**config.mk**
```make
export PLATFORM = sky130hd
export DESIGN_NAME = mux8_rr_arbiter
export DESIGN_NICKNAME = d
export VERILOG_FILES = /design/src/rtl/mux8_rr_arbiter.sv
export SDC_FILE = /design/constraint.sdc
export NUM_CORES = 1
export LEC_CHECK = 0
export ABC_AREA = 1
export CAP_MARGIN = 25
export CORE_ASPECT_RATIO = 1.5
export CORE_MARGIN = 1
export CORE_UTILIZATION = 55
export DETAILED_ROUTE_END_ITERATION = 16
export PLACE_DENSITY = 0.81
export SYNTH_ARGS = -nofsm -noshare
export SYNTH_HDL_FRONTEND = slang
export SYNTH_SLANG_ARGS = --single-unit
export TNS_END_PERCENT = 10
```
**constraint.sdc**
```tcl
create_clock -name clk -period 6.7 [get_ports clk]
set_input_delay 1.675 -clock clk [delete_from_list [all_inputs] [get_ports clk]]
set_output_delay 1.675 -clock clk [all_outputs]
set_load 0.1 [all_outputs]
```
**src/rtl/mux8_rr_arbiter.sv**
```systemverilog
// Round-robin arbiter that time-shares one 8:1 mux among eight requesters.
// A holder keeps the mux while it requests, but once it has held MAX_HOLD
// consecutive cycles and someone else is waiting, the grant moves on.
// The selected data bit is registered on every granted edge.
module mux8_rr_arbiter #(
  parameter int MAX_HOLD = 4
) (
  input  logic       clk,
  input  logic       reset_n,
  input  logic [7:0] req,
  input  logic [7:0] d,
  output logic [7:0] gnt,
  output logic [2:0] sel,
  output logic       y,
  output logic       vld,
  output logic       busy
);

  localparam logic [0:0] ST_IDLE  = 1'b0;
  localparam logic [0:0] ST_GRANT = 1'b1;
  localparam logic [3:0] HOLD_MAX = 4'(MAX_HOLD);

  logic [0:0] state_reg, state_next;
  logic [2:0] ptr_reg, ptr_next;
  logic [3:0] cnt_reg, cnt_next;
  logic [7:0] gnt_reg, gnt_next;
  logic [2:0] sel_reg, sel_next;
  logic       y_reg, y_next;
  logic       vld_reg, vld_next;

  // Requests rotated so that bit 0 is the one at the round-robin pointer;
  // the second copy masks out the current holder for quota handover.
  logic [7:0] rot_all, rot_ex;

  genvar gi;
  generate
    for (gi = 0; gi < 8; gi++) begin : g_rot
      logic [2:0] idx;
      assign idx         = ptr_reg + 3'(gi);
      assign rot_all[gi] = req[idx];
      assign rot_ex[gi]  = req[idx] && (idx != sel_reg);
    end
  endgenerate

  logic       found_all, found_ex;
  logic [2:0] off_all, off_ex;
  logic [2:0] win_all, win_ex;

  // Lowest set offset in each rotated vector is the round-robin winner.
  always_comb begin
    found_all = 1'b0;
    found_ex  = 1'b0;
    off_all   = 3'd0;
    off_ex    = 3'd0;
    for (int k = 7; k >= 0; k--) begin
      if (rot_all[k]) begin
        found_all = 1'b1;
        off_all   = 3'(k);
      end
      if (rot_ex[k]) begin
        found_ex = 1'b1;
        off_ex   = 3'(k);
      end
    end
  end

  assign win_all = ptr_reg + off_all;
  assign win_ex  = ptr_reg + off_ex;

  logic       do_grant;
  logic [2:0] grant_idx;

  // Next-state decision: new grant, hold, release to idle, or quota handover.
  always_comb begin
    state_next = state_reg;
    ptr_next   = ptr_reg;
    cnt_next   = cnt_reg;
    gnt_next   = gnt_reg;
    sel_next   = sel_reg;
    y_next     = y_reg;
    vld_next   = vld_reg;
    do_grant   = 1'b0;
    grant_idx  = win_all;

    case (state_reg)
      ST_IDLE: begin
        vld_next = 1'b0;
        if (found_all) begin
          do_grant = 1'b1;
        end
      end
      ST_GRANT: begin
        y_next   = d[sel_reg];
        vld_next = 1'b1;
        if (!req[sel_reg]) begin
          // Holder let go; any requester may win, including from the pointer.
          if (found_all) begin
            do_grant = 1'b1;
          end else begin
            state_next = ST_IDLE;
            gnt_next   = 8'h00;
          end
        end else if (cnt_reg >= HOLD_MAX && found_ex) begin
          do_grant  = 1'b1;
          grant_idx = win_ex;
        end else if (cnt_reg < HOLD_MAX) begin
          cnt_next = cnt_reg + 4'd1;
        end
      end
      default: begin
        state_next = ST_IDLE;
        gnt_next   = 8'h00;
      end
    endcase

    if (do_grant) begin
      state_next = ST_GRANT;
      gnt_next   = 8'b1 << grant_idx;
      sel_next   = grant_idx;
      cnt_next   = 4'd1;
      ptr_next   = grant_idx + 3'd1;
    end
  end

  // State registers with synchronous active-low reset.
  always_ff @(posedge clk) begin
    if (!reset_n) begin
      state_reg <= ST_IDLE;
      ptr_reg   <= 3'd0;
      cnt_reg   <= 4'd0;
      gnt_reg   <= 8'h00;
      sel_reg   <= 3'd0;
      y_reg     <= 1'b0;
      vld_reg   <= 1'b0;
    end else begin
      state_reg <= state_next;
      ptr_reg   <= ptr_next;
      cnt_reg   <= cnt_next;
      gnt_reg   <= gnt_next;
      sel_reg   <= sel_next;
      y_reg     <= y_next;
      vld_reg   <= vld_next;
    end
  end

  assign gnt  = gnt_reg;
  assign sel  = sel_reg;
  assign y    = y_reg;
  assign vld  = vld_reg;
  assign busy = (state_reg == ST_GRANT);

endmodule
```
==> impl_metrics.tcl <==
set metrics [dict create \
    status "complete, no violations" \
    hp-start "cnt_reg[3]$_SDFFE_PP0P_" \
    use_met3_pct 0.5882 \
    io_pins 32 \
    required_ps 6840 \
    antenna_found_initial 0 \
    ctsHoldBuffers 0 \
    ys_ff_latch 21 \
    arrival_ps 4720 \
    grt_usage_pct 27.35 \
    h-tree-depth 1 \
    coreArea_um2 3649 \
    drv_slew 0 \
    die_w_um 52.43 \
    synth.avg_cell_area_um2 6.516 \
    hold-path-cell-count 2 \
    clk_path_buf_depth 2 \
    placementRows 27 \
    syn_to_final_growth_pct 16.82 \
    drive_above_1_share_pct 17.14 \
    synth_area_um2 2098 \
    worstSetupPathType "primary input to register" \
    utilization_pct 67.18 \
    drtPass1Iterations 4 \
    clkTransAtPathRegs_ps 70 \
    synth_cell_types 31 \
    root_buffer "clkbuf_8" \
    avgRoutedWirePerCell_um 13.30 \
    use_met2_pct 51.77 \
    die_h_um 77.65 \
    rsz0062_at_grt "no" \
    regToRegStartpoint "ptr_reg[1]$_SDFFE_PN0P_" \
    vias 2148 \
    maxCapViolCount 0 \
    viasPerCell 5.466 \
    synth_warnings 0 \
    post_cts.repair.setup_buffers 0 \
    insertion_delay_ps 260 \
    worstMarginPinSlew_ps 970.2 \
    crit-reg2reg-capture "ptr_reg[2]$_SDFFE_PN0P_" \
    clock_skew_ps 6.652 \
    relSlewSlack_pct 35.12 \
    start_util_pct 57.51 \
    antenna_left 0 \
    die_area_um2 4071 \
    post-route-min-period_ps 4576 \
    ys_seq_area_share_pct 20.04 \
    finalSetupViolCount 0 \
    min_to "cnt_reg[3]$_SDFFE_PP0P_" \
    post-dp-hpwl_mm 4.248 \
    port_buffers 31 \
    fmax_mhz 218.5 \
    period_share_pct 68.30 \
    finalNetCount 381 \
    grt_pass1_vias 1964 \
    drc 0 \
    hold_viol_final 0 \
    routed_wl_mm 5.227 \
    overflow 0 \
    r2r_slack_ps 2700 \
    cts_resized 0 \
    cts_tree "done" \
    startpoint_type "primary input" \
    gp_congestion 0.9009 \
    syn_nets 352 \
    drt_iter0_drc 62 \
    crit_fanout 4 \
    grt_busiest_layer "met2" \
    grt_pass1_wl_mm 8.618 \
    cp-end-kind "register" \
    cts_buffers 3 \
    largest_reg_flops 8 \
    synthCells 322 \
    num_antenna_cells 0 \
    grt_max_degree 16 \
    hold_class "register to register" \
    use_met1_pct 31.52 \
    r2r_cells 20 \
    setup_tns_ps 0 \
    cts_num_sinks 21 \
]
## through the flow
step	std cells	setup WS [ps]	hold WS (ps)	instance area (µm²)
floorplan	322	2693	408.7	2098
global placement	389	1962	418.3	2406
detailed placement	389	1884	417.5	2406
CTS	393	2141	428.2	2451
global route	393	1841	463.7	2451
finish	393	2124	429.1	2451
## routing by layer
layer  routed length [µm]  vias to the layer above
li1                     -                     1119
met3                  119                        9
met1                 2172                      990
met2                 2849                       30
met5                    0                        -
met4                   85                        0
## critical path, stage by stage
cell and delay, ps:
clkdlybuf4s50_1 540, nand2_1 100, nand3_1 130, nand3_1 100, nand2_2 110, nand3_1 80
nand2_1 60, nand2_1 40, nand2_1 50, nand2_1 40, a21boi_0 160, ha_1 190
fa_1 410, o21ai_1 280, inv_1 110, ha_1 220, ha_1 270, nand3_1 80
o21ai_1 70
## worst max-delay path by stage
stage               cells after the start    from  slack, ps                      end
global route                           19  req[7]       1840  ptr_reg[2]$_SDFFE_PN0P_
CTS                                    19  req[7]       2140  ptr_reg[2]$_SDFFE_PN0P_
global placement                       19  req[7]       1960  ptr_reg[2]$_SDFFE_PN0P_
finish                                 19  req[7]       2120  ptr_reg[2]$_SDFFE_PN0P_
detailed placement                     19  req[7]       1880  ptr_reg[2]$_SDFFE_PN0P_
floorplan                              19  req[2]       2690  ptr_reg[2]$_SDFFE_PN0P_
## synthesized netlist by cell type
library cell   n  share of area (%)
a21boi_0       1               0.36
a21oi_1       18                4.3
buf_2          3               0.72
buf_4          2               0.72
buf_6          3                1.6
dfxtp_1       21                 20
fa_1           2                1.9
ha_1          10                6.0
inv_1         21                3.8
inv_2          8                1.4
inv_4          1               0.30
inv_8          1               0.54
nand2_1       81                 14
nand2_2       24                7.2
nand2_4        2                1.1
nand2_8        2                1.9
nand3_1       51                 12
nand3_2        9                4.3
nand3b_1       1               0.36
nand4_1        7                2.1
nor2_1        18                3.2
nor2_2         5                1.5
nor2_4         2                1.1
o21ai_0       13                3.1
o21ai_1        4               0.95
o21ai_2        1               0.42
o221ai_1       1               0.42
o22ai_1        3               0.89
xnor2_1        4                1.7
xor2_1         2               0.83
xor2_2         1               0.78
## cells in the final DEF (no fill, tap or decap), types with 2 or more instances in the layout
cell	count
clkdlybuf4s50_1	31
dfxtp_1	21
nand3_1	51
nand3_2	9
nand2_1	81
xor2_1	2
clkbuf_8	3
inv_1	21
inv_2	8
nand2_2	24
nor2_4	2
o21ai_0	13
nor2_1	18
a21oi_1	18
ha_1	10
nand2_8	2
nand4_1	7
nor2_2	5
o22ai_1	3
fa_1	2
nand2_4	2
o21ai_1	4
xnor2_1	4
## final cells by class
| type | count | area, µm² |
|---|---|---|
| multi-input cells | 262 | 1488 |
| fillers | 344 | 1197 |
| flip-flops and latches | 21 | 420.4 |
| repair buffers | 32 | 317.8 |
| inverters | 31 | 126.4 |
| well taps | 43 | 53.80 |
| clock buffers | 4 | 45.04 |
## logic make-up after synthesis
family	Yosys count	synth area share, %
fa+ha+maj	12	7.871
compound gates	41	10.44
buf+inv	39	9.064
simple gates	202	49.31
flops	21	20.04
xor+xnor	7	3.280
Power is not shown: default switching activity piles up to over one toggle a cycle in this logic, so the estimate is an artifact.
